**src/rtl/phy_stub_pkg.sv**
```systemverilog
// Shared types and constants for the PHY clock-generator stub.
package phy_stub_pkg;

  typedef enum logic [1:0] {
    IDLE = 2'd0,
    RUN  = 2'd1,
    PEND = 2'd2
  } ch_state_e;

  localparam int DIV_DEFAULT = 1;
  localparam int N_CH_MAX    = 8;

  // A single channel still needs one select bit.
  function automatic int ch_width(input int n);
    return (n > 1) ? $clog2(n) : 1;
  endfunction

endpackage

```
**src/rtl/phy_clkgen_stub_if.sv**
```systemverilog
// Configuration port of the clock-generator stub: one valid/ready write channel.
interface phy_clkgen_stub_if #(
  parameter int N_CH  = 2,
  parameter int DIV_W = 8
);
  import phy_stub_pkg::*;

  localparam int CH_W = ch_width(N_CH);

  logic             cfg_valid;
  logic             cfg_ready;
  logic [CH_W-1:0]  cfg_ch;
  logic [DIV_W-1:0] cfg_div;
  logic             cfg_en;

  modport master (
    output cfg_valid, cfg_ch, cfg_div, cfg_en,
    input  cfg_ready
  );

  modport slave (
    input  cfg_valid, cfg_ch, cfg_div, cfg_en,
    output cfg_ready
  );

endinterface

```
**src/rtl/phy_stub_clkdiv.sv**
```systemverilog
// One divided-clock channel: half-period counter, IDLE/RUN/PEND FSM and a
// pending update that only takes effect on the falling edge of clk_o.
module phy_stub_clkdiv
  import phy_stub_pkg::*;
#(
  parameter int DIV_W = 8
) (
  input  logic             clk,
  input  logic             rst_n,
  input  logic             we_i,
  input  logic [DIV_W-1:0] div_i,
  input  logic             en_i,
  output logic             clk_o,
  output logic             locked_o,
  output logic             pend_o
);

  ch_state_e        state_q, state_d;
  logic [DIV_W-1:0] cnt_q, cnt_d;
  logic [DIV_W-1:0] div_q, div_d;
  logic [DIV_W-1:0] pdiv_q, pdiv_d;
  logic             pen_q, pen_d;
  logic             out_q, out_d;

  logic [DIV_W-1:0] div_in;
  logic             terminal;
  logic             boundary;

  assign div_in   = (div_i == '0) ? DIV_W'(1) : div_i;
  assign terminal = (cnt_q == div_q - DIV_W'(1));
  // Only a 1->0 toggle may end a period, so updates never cut a high phase.
  assign boundary = terminal && out_q;

  always_comb begin
    state_d = state_q;
    cnt_d   = cnt_q;
    div_d   = div_q;
    pdiv_d  = pdiv_q;
    pen_d   = pen_q;
    out_d   = out_q;
    unique case (state_q)
      IDLE: begin
        if (we_i) begin
          div_d = div_in;
          if (en_i) begin
            state_d = RUN;
            cnt_d   = '0;
            out_d   = 1'b0;
          end
        end
      end
      RUN: begin
        if (terminal) begin
          cnt_d = '0;
          out_d = ~out_q;
        end else begin
          cnt_d = cnt_q + DIV_W'(1);
        end
        if (we_i) begin
          state_d = PEND;
          pdiv_d  = div_in;
          pen_d   = en_i;
        end
      end
      PEND: begin
        if (terminal) begin
          cnt_d = '0;
          out_d = ~out_q;
        end else begin
          cnt_d = cnt_q + DIV_W'(1);
        end
        if (boundary) begin
          div_d   = pdiv_q;
          state_d = pen_q ? RUN : IDLE;
          pdiv_d  = DIV_W'(DIV_DEFAULT);
          pen_d   = 1'b0;
        end
      end
      default: state_d = IDLE;
    endcase
  end

  always_ff @(posedge clk or negedge rst_n) begin
    if (!rst_n) begin
      state_q <= IDLE;
      cnt_q   <= '0;
      div_q   <= DIV_W'(DIV_DEFAULT);
      pdiv_q  <= DIV_W'(DIV_DEFAULT);
      pen_q   <= 1'b0;
      out_q   <= 1'b0;
    end else begin
      state_q <= state_d;
      cnt_q   <= cnt_d;
      div_q   <= div_d;
      pdiv_q  <= pdiv_d;
      pen_q   <= pen_d;
      out_q   <= out_d;
    end
  end

  assign clk_o    = out_q;
  assign locked_o = (state_q == RUN);
  assign pend_o   = (state_q == PEND);

endmodule

```
**src/rtl/phy_clkgen_stub.sv**
```systemverilog
// Behavioural PHY clock generator: N_CH divided clocks plus an optional
// periodic trigger, built only when PHY_STUB_TRIG_EN is defined.
module phy_clkgen_stub
  import phy_stub_pkg::*;
#(
  parameter int N_CH   = 2,
  parameter int DIV_W  = 8,
  parameter int TRIG_W = 16
) (
  input  logic              clk,
  input  logic              ext_rstb,
  phy_clkgen_stub_if.slave  cfg,
  output logic [N_CH-1:0]   clk_out,
  output logic [N_CH-1:0]   locked,
  input  logic [TRIG_W-1:0] trig_period,
  output logic              trig_pulse
);

  localparam int CH_W = ch_width(N_CH);

  logic [N_CH-1:0] pend;
  logic            ready;

  // Back-pressure only the channel holding an unapplied update; other
  // channels and out-of-range selects are always accepted.
  always_comb begin
    ready = 1'b1;
    for (int i = 0; i < N_CH; i++) begin
      if (cfg.cfg_ch == CH_W'(i) && pend[i]) begin
        ready = 1'b0;
      end
    end
  end

  assign cfg.cfg_ready = ready;

  for (genvar gi = 0; gi < N_CH; gi++) begin : g_ch
    logic we;

    assign we = cfg.cfg_valid && ready && (cfg.cfg_ch == CH_W'(gi));

    phy_stub_clkdiv #(
      .DIV_W (DIV_W)
    ) u_div (
      .clk      (clk),
      .rst_n    (ext_rstb),
      .we_i     (we),
      .div_i    (cfg.cfg_div),
      .en_i     (cfg.cfg_en),
      .clk_o    (clk_out[gi]),
      .locked_o (locked[gi]),
      .pend_o   (pend[gi])
    );
  end

`ifdef PHY_STUB_TRIG_EN
  logic [TRIG_W-1:0] tcnt_q, tcnt_d;
  logic              pulse_q, pulse_d;

  // Compare with >= so lowering the period below the running count fires next cycle.
  always_comb begin
    tcnt_d  = tcnt_q + TRIG_W'(1);
    pulse_d = 1'b0;
    if (trig_period == '0) begin
      tcnt_d = '0;
    end else if (tcnt_q >= trig_period - TRIG_W'(1)) begin
      tcnt_d  = '0;
      pulse_d = 1'b1;
    end
  end

  always_ff @(posedge clk or negedge ext_rstb) begin
    if (!ext_rstb) begin
      tcnt_q  <= '0;
      pulse_q <= 1'b0;
    end else begin
      tcnt_q  <= tcnt_d;
      pulse_q <= pulse_d;
    end
  end

  assign trig_pulse = pulse_q;
`else
  logic unused_trig;

  assign unused_trig = ^trig_period;
  assign trig_pulse  = 1'b0;
`endif

endmodule

```
**src/flat_wrapper.sv**
```systemverilog
// flat-port wrapper written by rule: the top's interface ports become plain ports
module phy_clkgen_stub_flat import phy_stub_pkg::*;
#(
  parameter int N_CH   = 2,
  parameter int DIV_W  = 8,
  parameter int TRIG_W = 16
)
  (clk, ext_rstb, clk_out, locked, trig_period, trig_pulse, cfg_cfg_valid, cfg_cfg_ch, cfg_cfg_div, cfg_cfg_en, cfg_cfg_ready);
  phy_clkgen_stub_if #(.N_CH(N_CH), .DIV_W(DIV_W)) cfg_i ();
  input  logic clk;
  input  logic ext_rstb;
  output logic [N_CH-1:0] clk_out;
  output logic [N_CH-1:0] locked;
  input  logic [TRIG_W-1:0] trig_period;
  output logic trig_pulse;
  input wire logic [$bits(cfg_i.cfg_valid)-1:0] cfg_cfg_valid;
  input wire logic [$bits(cfg_i.cfg_ch)-1:0] cfg_cfg_ch;
  input wire logic [$bits(cfg_i.cfg_div)-1:0] cfg_cfg_div;
  input wire logic [$bits(cfg_i.cfg_en)-1:0] cfg_cfg_en;
  output wire logic [$bits(cfg_i.cfg_ready)-1:0] cfg_cfg_ready;
  assign cfg_i.cfg_valid = cfg_cfg_valid;
  assign cfg_i.cfg_ch = cfg_cfg_ch;
  assign cfg_i.cfg_div = cfg_cfg_div;
  assign cfg_i.cfg_en = cfg_cfg_en;
  assign cfg_cfg_ready = cfg_i.cfg_ready;
  phy_clkgen_stub #(.N_CH(N_CH), .DIV_W(DIV_W), .TRIG_W(TRIG_W)) u_core (.clk(clk), .ext_rstb(ext_rstb), .cfg(cfg_i), .clk_out(clk_out), .locked(locked), .trig_period(trig_period), .trig_pulse(trig_pulse));
endmodule
```
**config.mk**
```make
export PLATFORM = sky130hd
export DESIGN_NAME = phy_clkgen_stub_flat
export DESIGN_NICKNAME = d
export VERILOG_FILES = /design/src/rtl/phy_stub_pkg.sv /design/src/rtl/phy_clkgen_stub_if.sv /design/src/rtl/phy_stub_clkdiv.sv /design/src/rtl/phy_clkgen_stub.sv /design/src/flat_wrapper.sv
export SDC_FILE = /design/constraint.sdc
export NUM_CORES = 1
export LEC_CHECK = 0
export ABC_AREA = 1
export CAP_MARGIN = 30
export CORE_MARGIN = 2
export CORE_UTILIZATION = 52
export CTS_CLUSTER_SIZE = 16
export DETAILED_ROUTE_END_ITERATION = 12
export PLACE_DENSITY = 0.79
export SLEW_MARGIN = 20
export SYNTH_ARGS = -nofsm -noshare
export SYNTH_HDL_FRONTEND = slang
export SYNTH_HIERARCHICAL = 1
export SYNTH_SLANG_ARGS = --single-unit
export TNS_END_PERCENT = 10
```
**constraint.sdc**
```tcl
create_clock -name clk -period 2.2 [get_ports clk]
set_input_delay 0.22 -clock clk [delete_from_list [all_inputs] [get_ports clk]]
set_output_delay 0.22 -clock clk [all_outputs]
set_load 0.05 [all_outputs]
```
==> flow_metrics.py, run 1 <==
metrics = {
    "status": {
        "status": "finished clean",
    },
    "logic_synthesis": {
        "syn_area_sq_mm": 0.003736,
        "ys_types": 34,
        "synth_cells": 477,
        "yosys_warnings": 6,
        "synth_seq_area_share_pct": 37.64,
        "async_flop_share_pct": 100.0,
        "synth-main-ff-cell": "dfrtp_1",
        "synth-seq-cells": 56,
        "synth_edf_count": 0,
        "avgSynthCellArea_sq_um": 7.832,
        "synth_nets": 518,
    },
    "floorplanning": {
        "fp.dieW_um": 88.77,
        "start_util_pct": 54.39,
        "io_pins": 35,
        "core_sq_mm": 0.006869,
        "die-area_sq_mm": 0.007879,
        "die_y_um": 88.77,
        "rows": 30,
    },
    "global_route": {
        "grt_pass1_wl_um": 12930,
        "grt_pass1_vias": 2915,
        "grt_max_degree": 33,
        "groute.usage.overall_pct": 20.83,
        "antenna_found_initial": 0,
        "gr-total-overflow": 0,
    },
    "routing": {
        "wl_per_cell_um": 13.06,
        "vias": 3142,
        "drc": 0,
        "ant_nets": 0,
        "dr.pass1.iters": 4,
        "viasPerCell": 5.193,
        "routed-wl-met3_um": 238,
        "drt_wl_total_um": 7900,
        "wirelength_met1_um": 3665,
        "wl_met2_um": 3904,
        "highest_layer": "met4",
        "drt_iter0_drc": 143,
    },
    "placement": {
        "dp_hpwl_um": 5803,
        "port_buffers": 17,
        "dp.cells": 590,
        "post-place-ws_ps": 47.79,
        "gp_congestion": 0.8544,
    },
    "cells_and_area": {
        "nNetsFinal": 550,
        "fin_cells": 605,
        "fillers": 560,
        "drive_gt1_share_pct": 20.63,
        "syn2layout_area_growth_pct": 14.00,
        "multiInputGateArea_sq_mm": 0.002140,
        "final_common_cell": "nand2_1",
        "regArea_sq_mm": 0.001406,
        "antenna_cells": 0,
        "final_cell_mix": "124 x nand2_1, 52 x dfrtp_1, 50 x inv_1",
    },
    "timing": {
        "finalCritPeriodShare_pct": 96.51,
        "slew_headroom_pct": 58.85,
        "drv_slew": 0,
        "setup_viol": 0,
        "tightest_slew_ps": 617.2,
        "finalWorstSetupSlack_ps": 76.67,
        "post-route-min-period_ps": 2123,
        "skew_ps": 11.26,
        "fmax_ghz": 0.4710,
        "finalHoldViolations": 0,
    },
    "power_and_ir_drop": {
        "clock_power_share_pct": 8.3,
        "p_switching_mw": 3.409,
        "p_seq_share_pct": 27.9,
        "internal-power_mw": 3.303,
        "p_leak_nw": 1.994,
        "switching_share_pct": 50.79,
        "power_density_mw_per_mm2": 1576,
        "peakVddDrop_uv": 878.6,
        "p_total_mw": 6.712,
        "pwr-share-comb_pct": 63.8,
    },
    "worst_setup_path": {
        "r2r_start": "u_core/g_ch[1].u_div/div_q[0]",
        "arrival_ps": 2300,
        "critPathLaunchType": "flip-flop",
        "rrSetupSlack_ps": 80,
        "r2r_end": "u_core/g_ch[1].u_div/div_q[5]",
        "worstRegToRegCells": 14,
        "path_max_fanout": 8,
        "worst_setup_path_end_kind": "flip-flop",
        "crit_end": "u_core/g_ch[1].u_div/div_q[5]",
        "critical_path_class": "flip-flop to flip-flop",
        "required_ps": 2380,
        "crit_start": "u_core/g_ch[1].u_div/div_q[0]",
    },
    "clock_network": {
        "htree_levels": 2,
        "cts_made_buffers": 5,
        "root_buffer": "clkbuf_8",
        "clkSinkCount": 56,
        "clockBufferDepth": 2,
        "clk_pin_slew_worst_paths_ps": 110,
        "cts_tree": "yes",
        "clk_latency_ps": 310,
    },
    "min_path": {
        "min_path_type": "input port to async pin",
    },
    "run": {
        "drv_cap": 0,
    },
}
area by class of cell:
cell class	instances	share of cell area, %
multi-input combinational	358	50.24
sequential	56	33.02
timing repair buffer	34	7.168
inverter	54	4.759
tap	96	2.820
clock buffer	5	1.616
clock inverter	2	0.3819
synthesized netlist by cell type, types with 4 or more instances:
cell type,number,area [sq um]
o21ai_2,25,219.0
ha_1,12,150.1
xor2_1,12,105.1
nand2_2,16,100.1
a21oi_1,20,100.1
o22ai_1,7,43.79
inv_1,50,187.7
nor2_1,42,157.7
o21ai_0,8,40.04
nand3_1,32,160.2
xnor2_1,9,78.83
nand2_4,4,45.04
dfrtp_1,52,1301
nor2_4,4,45.04
nor2_2,6,37.54
a21boi_0,6,45.04
dfstp_2,4,105.1
buf_6,6,67.56
nand2_1,128,480.5
nand4_1,8,50.05
flip-flops by register name (all words and copies together) (netlist names):
| name | cells |
|---|---|
| u_core/g_ch.u_div/cnt_q | 16 |
| u_core/g_ch.u_div/div_q | 16 |
| u_core/g_ch.u_div/pdiv_q | 16 |
| u_core/g_ch.u_div/state_q | 4 |
| u_core/g_ch.u_div/clk_o | 2 |
| u_core/g_ch.u_div/pen_q | 2 |
timing repair:
action                     4_1_cts  5_1_grt
hold buffers                     1        0
hold endpoints to repair        22        0
buffers inserted                 0        5
setup endpoints to repair        0       43
resized for setup                0       14
per-layer routing:
metal / GRT usage [%] / vias to the layer above
met2: 35.96 / 51
met5: 0 / -
met1: 28.14 / 1481
met3: 2.052 / 9
met4: 5.372 / 0
li1: - / 1601
how the worst min path moves through the flow:
| stage | from | to | slack [ps] | cells after the start |
|---|---|---|---|---|
| global placement | ext_rstb | u_core/g_ch[0].u_div/cnt_q[6] | 250 | 1 |
| detailed placement | ext_rstb | u_core/g_ch[0].u_div/cnt_q[6] | 250 | 1 |
| global route | u_core/g_ch[0].u_div/pdiv_q[0] | u_core/g_ch[0].u_div/pdiv_q[0] | 490 | 2 |
| floorplan | ext_rstb | u_core/g_ch[0].u_div/clk_o | -80 | 0 |
| finish | ext_rstb | u_core/g_ch[0].u_div/cnt_q[6] | 460 | 2 |
| CTS | ext_rstb | u_core/g_ch[0].u_div/div_q[7] | 470 | 2 |
critical path, stage by stage, from the launching register on:
cell	delay, ps
dfstp_2	570
inv_2	60
ha_4	230
nand2_1	50
inv_1	40
nor2_1	70
nand2_1	70
nor2_2	110
nand3_2	90
nor2_4	150
nand3_4	110
nand2_8	160
nand2_8	90
nand2_1	120
o21ai_2	80
power groups by stage:
stage	Sequential [mW]	Clock (mW)	Combinational, mW
floorplan	1.82	0	3.17
global placement	1.86	0	3.73
finish	1.87	0.559	4.28
CTS	1.86	0.577	3.88
detailed placement	1.88	0	3.85
global route	1.92	0.620	4.74
per-stage QoR:
stage | cell area [sq um] | hold WS [ps] | setup TNS (ps) | util, %
finish | 4259 | 455.4 | 0 | 62.00
CTS | 4109 | 466.8 | 0 | 59.82
global route | 4259 | 492.7 | -213.4 | 62.00
detailed placement | 4014 | 247.4 | 0 | 58.43
global placement | 4014 | 251.4 | 0 | 58.43
floorplan | 3736 | -75.59 | 0 | -
logic make-up (layout without fill, tap and decap cells):
family	after synthesis	in the layout	synth area share, %
XOR/XNOR	21	21	4.923
flip-flops	56	56	37.64
adder cells (fa/ha/maj)	12	12	4.019
AO/OA/AOI/OAI	71	71	12.99
buffers and inverters	65	95	8.104
AND/OR/NAND/NOR	251	253	32.22
other	1	1	0.1004
Note: power is estimated with default switching activity, not from simulation.
==> inputs of run 2 (changes only) <==
- HOLD_SLACK_MARGIN: unset -> 0.03
- PLACE_DENSITY: 0.79 -> 0.8
- SYNTH_HIERARCHICAL: 1 -> unset
==> run 2 against run 1 <==
- die area fell by 4.3%
- non-clock buffer count up 5
- critical path depth fell by 1
- worst setup slack improved by 22 ps
- first-iteration DRC count grew 66%
- sequential cell count stayed put
- sequential power is 3% lower
- total power down 8.3%
- clock skew shrank 4.6 ps
- clock power grew 32%
- core utilization down 0.53 points
- largest cell class unchanged
==> flow_metrics.py, run 2 <==
metrics = {
    "placement": {
        "post-place-ws_ps": 47.45,
        "port_buffers": 17,
        "dp.cells": 596,
        "gp_congestion": 0.8318,
        "dp_hpwl_um": 5685,
    },
    "worst_setup_path": {
        "slowest_stage": "dfstp_2",
        "crit_buf_inv": 2,
        "worst_setup_path_end_kind": "flip-flop",
        "path_cells": "inv_1, ha_2, inv_1, nand2_1, nand2_1, nor2_1, nand4_1, nor2_2, nand3_2, nand2_4, nand3_2, nand2_1, nand2_1",
        "cp_common_cell": "nand2_1",
        "path_max_fanout": 7,
        "critical_path_class": "flip-flop to flip-flop",
        "required_ps": 2410,
        "max_stage_delay_ps": 540,
        "critPathLaunchType": "flip-flop",
        "crit_family": "simple AND/OR/NAND/NOR gates",
        "arrival_ps": 2310,
    },
    "cells_and_area": {
        "final_common_cell": "nand2_1",
        "reg.largest.list": "u_core.g_ch.u_div.cnt_q x16, u_core.g_ch.u_div.div_q x16, u_core.g_ch.u_div.pdiv_q x16",
        "fin_cells": 614,
        "regArea_sq_mm": 0.001406,
        "drive_gt1_share_pct": 13.30,
        "multiInputGateArea_sq_mm": 0.001907,
        "nNetsFinal": 574,
        "antenna_cells": 0,
        "syn2layout_area_growth_pct": 15.70,
        "fillers": 577,
        "final_cell_mix": "165 x nand2_1, 62 x inv_1, 52 x dfrtp_1",
    },
    "global_route": {
        "gr-total-overflow": 0,
        "grt_max_degree": 23,
        "antenna_found_initial": 0,
        "grt_pass1_vias": 2929,
        "groute.usage.overall_pct": 21.05,
        "grt_pass1_wl_um": 12780,
    },
    "logic_synthesis": {
        "synth_seq_area_share_pct": 39.40,
        "avgSynthCellArea_sq_um": 7.111,
        "synth-main-ff-cell": "dfrtp_1",
        "ys_types": 30,
        "synth_cells": 502,
        "synth_edf_count": 0,
        "synth.top_cell.area_share_pct": 36.45,
        "yosysTopAreaCell": "dfrtp_1",
        "synth_area_leaders": "dfrtp_1 36%, nand2_1 18%, inv_1 6.5%, nor2_1 4.9%, ha_1 4.2%",
        "synth.most_common_cell": "nand2_1",
        "synth-seq-cells": 56,
        "syn_area_sq_mm": 0.003570,
        "yosys_warnings": 0,
        "netlist_top_cells_count": "167 x nand2_1, 62 x inv_1, 52 x dfrtp_1",
        "synth_nets": 543,
        "async_flop_share_pct": 100.0,
    },
    "routing": {
        "wl_per_cell_um": 12.65,
        "wirelength_met1_um": 3520,
        "viasPerCell": 5.332,
        "drc": 0,
        "ant_nets": 0,
        "routed-wl-met3_um": 314,
        "drt_iter0_drc": 238,
        "drt_wl_total_um": 7765,
        "highest_layer": "met4",
        "vias": 3274,
        "dr.pass1.iters": 5,
        "wl_met2_um": 3734,
    },
    "timing": {
        "fin_tns_setup_ps": 0,
        "drv_slew": 0,
        "post-route-min-period_ps": 2102,
        "slew_headroom_pct": 66.27,
        "finalHoldViolations": 0,
        "tightest_slew_ps": 504.8,
        "hold_ws_ps": 390.1,
        "skew_ps": 6.699,
        "fmax_ghz": 0.4758,
        "finalCritPeriodShare_pct": 95.52,
        "setup_viol": 0,
        "finalWorstSetupSlack_ps": 98.46,
    },
    "clock_network": {
        "cts_made_buffers": 5,
        "clockBufferDepth": 2,
        "clk_latency_ps": 310,
        "clkSinkCount": 56,
        "htree_levels": 2,
        "cts_tree": "yes",
        "root_buffer": "clkbuf_8",
        "clk_pin_slew_worst_paths_ps": 100,
    },
    "floorplanning": {
        "io_pins": 35,
        "core_sq_mm": 0.006719,
        "fp.dieW_um": 86.86,
        "die_y_um": 86.86,
        "die-area_sq_mm": 0.007544,
        "rows": 30,
        "start_util_pct": 53.13,
    },
    "power_and_ir_drop": {
        "p_leak_nw": 2.145,
        "p_total_mw": 6.151,
        "peakVddDrop_uv": 759.4,
        "power_density_mw_per_mm2": 1489,
    },
    "min_path": {
        "min_path_type": "input port to async pin",
    },
    "status": {
        "status": "finished clean",
    },
    "run": {
        "drv_cap": 0,
    },
}
-- run 2: area by class of cell --
class	count	share of cell area (%)
repair buffers	39	8.482
multi-input cells	367	46.17
inverters	64	5.816
well taps	80	2.424
flip-flops and latches	56	34.05
clock inverters	1	0.7271
clock buffers	7	2.333
-- run 2: path summary, 6_finish.rpt --
kind | from | endpoint | slack (ps) | cells after the start
worst min register to register | u_core.g_ch[0].u_div.pdiv_q[0] | u_core.g_ch[0].u_div.pdiv_q[0] | 480 | 2
worst min-delay path | ext_rstb | u_core.g_ch[0].u_div.cnt_q[1] | 390 | 2
worst max register to register | u_core.g_ch[0].u_div.div_q[0] | u_core.g_ch[0].u_div.pdiv_q[5] | 100 | 13
worst max-delay path | u_core.g_ch[0].u_div.div_q[0] | u_core.g_ch[0].u_div.pdiv_q[5] | 100 | 13
min in group clk | u_core.g_ch[0].u_div.pdiv_q[0] | u_core.g_ch[0].u_div.pdiv_q[0] | 480 | 2
max in group asynchronous | ext_rstb | u_core.g_ch[1].u_div.div_q[0] | 1120 | 3
-- run 2: cell families after synthesis --
family / after synthesis / synth area share [%]
simple gates: 293 / 36.17
buf+inv: 80 / 9.604
flops: 56 / 39.40
compound gates: 49 / 7.816
fa+ha+maj: 12 / 4.206
xor+xnor: 11 / 2.699
other cells: 1 / 0.1051
-- run 2: what timing repair did --
action / in CTS / in global routing
endpoints found under the setup margin: 0 / 37
setup buffers: 0 / 8
resized for setup: 0 / 17
hold endpoints to repair: 15 / 0
hold buffers: 1 / 0
-- run 2: where the power goes --
| group | total, mW | internal [mW] | switching [mW] |
|---|---|---|---|
| Sequential | 1.82 | 1.47 | 0.352 |
| Clock | 0.740 | 0.402 | 0.338 |
| Combinational | 3.59 | 1.31 | 2.28 |
-- run 2: layer usage --
metal | GRT usage, % | up-vias
met5 | 0 | -
met4 | 7.670 | 0
met3 | 2.370 | 21
met2 | 34.49 | 84
met1 | 28.86 | 1521
li1 | - | 1648
-- run 2: per-stage QoR --
step	area (sq um)	utilization (%)
3_3_place_gp	3840	57.15
5_1_grt	4130	61.47
4_1_cts	3976	59.18
3_5_place_dp	3840	57.15
6_report	4130	61.47
2_1_floorplan	3570	-
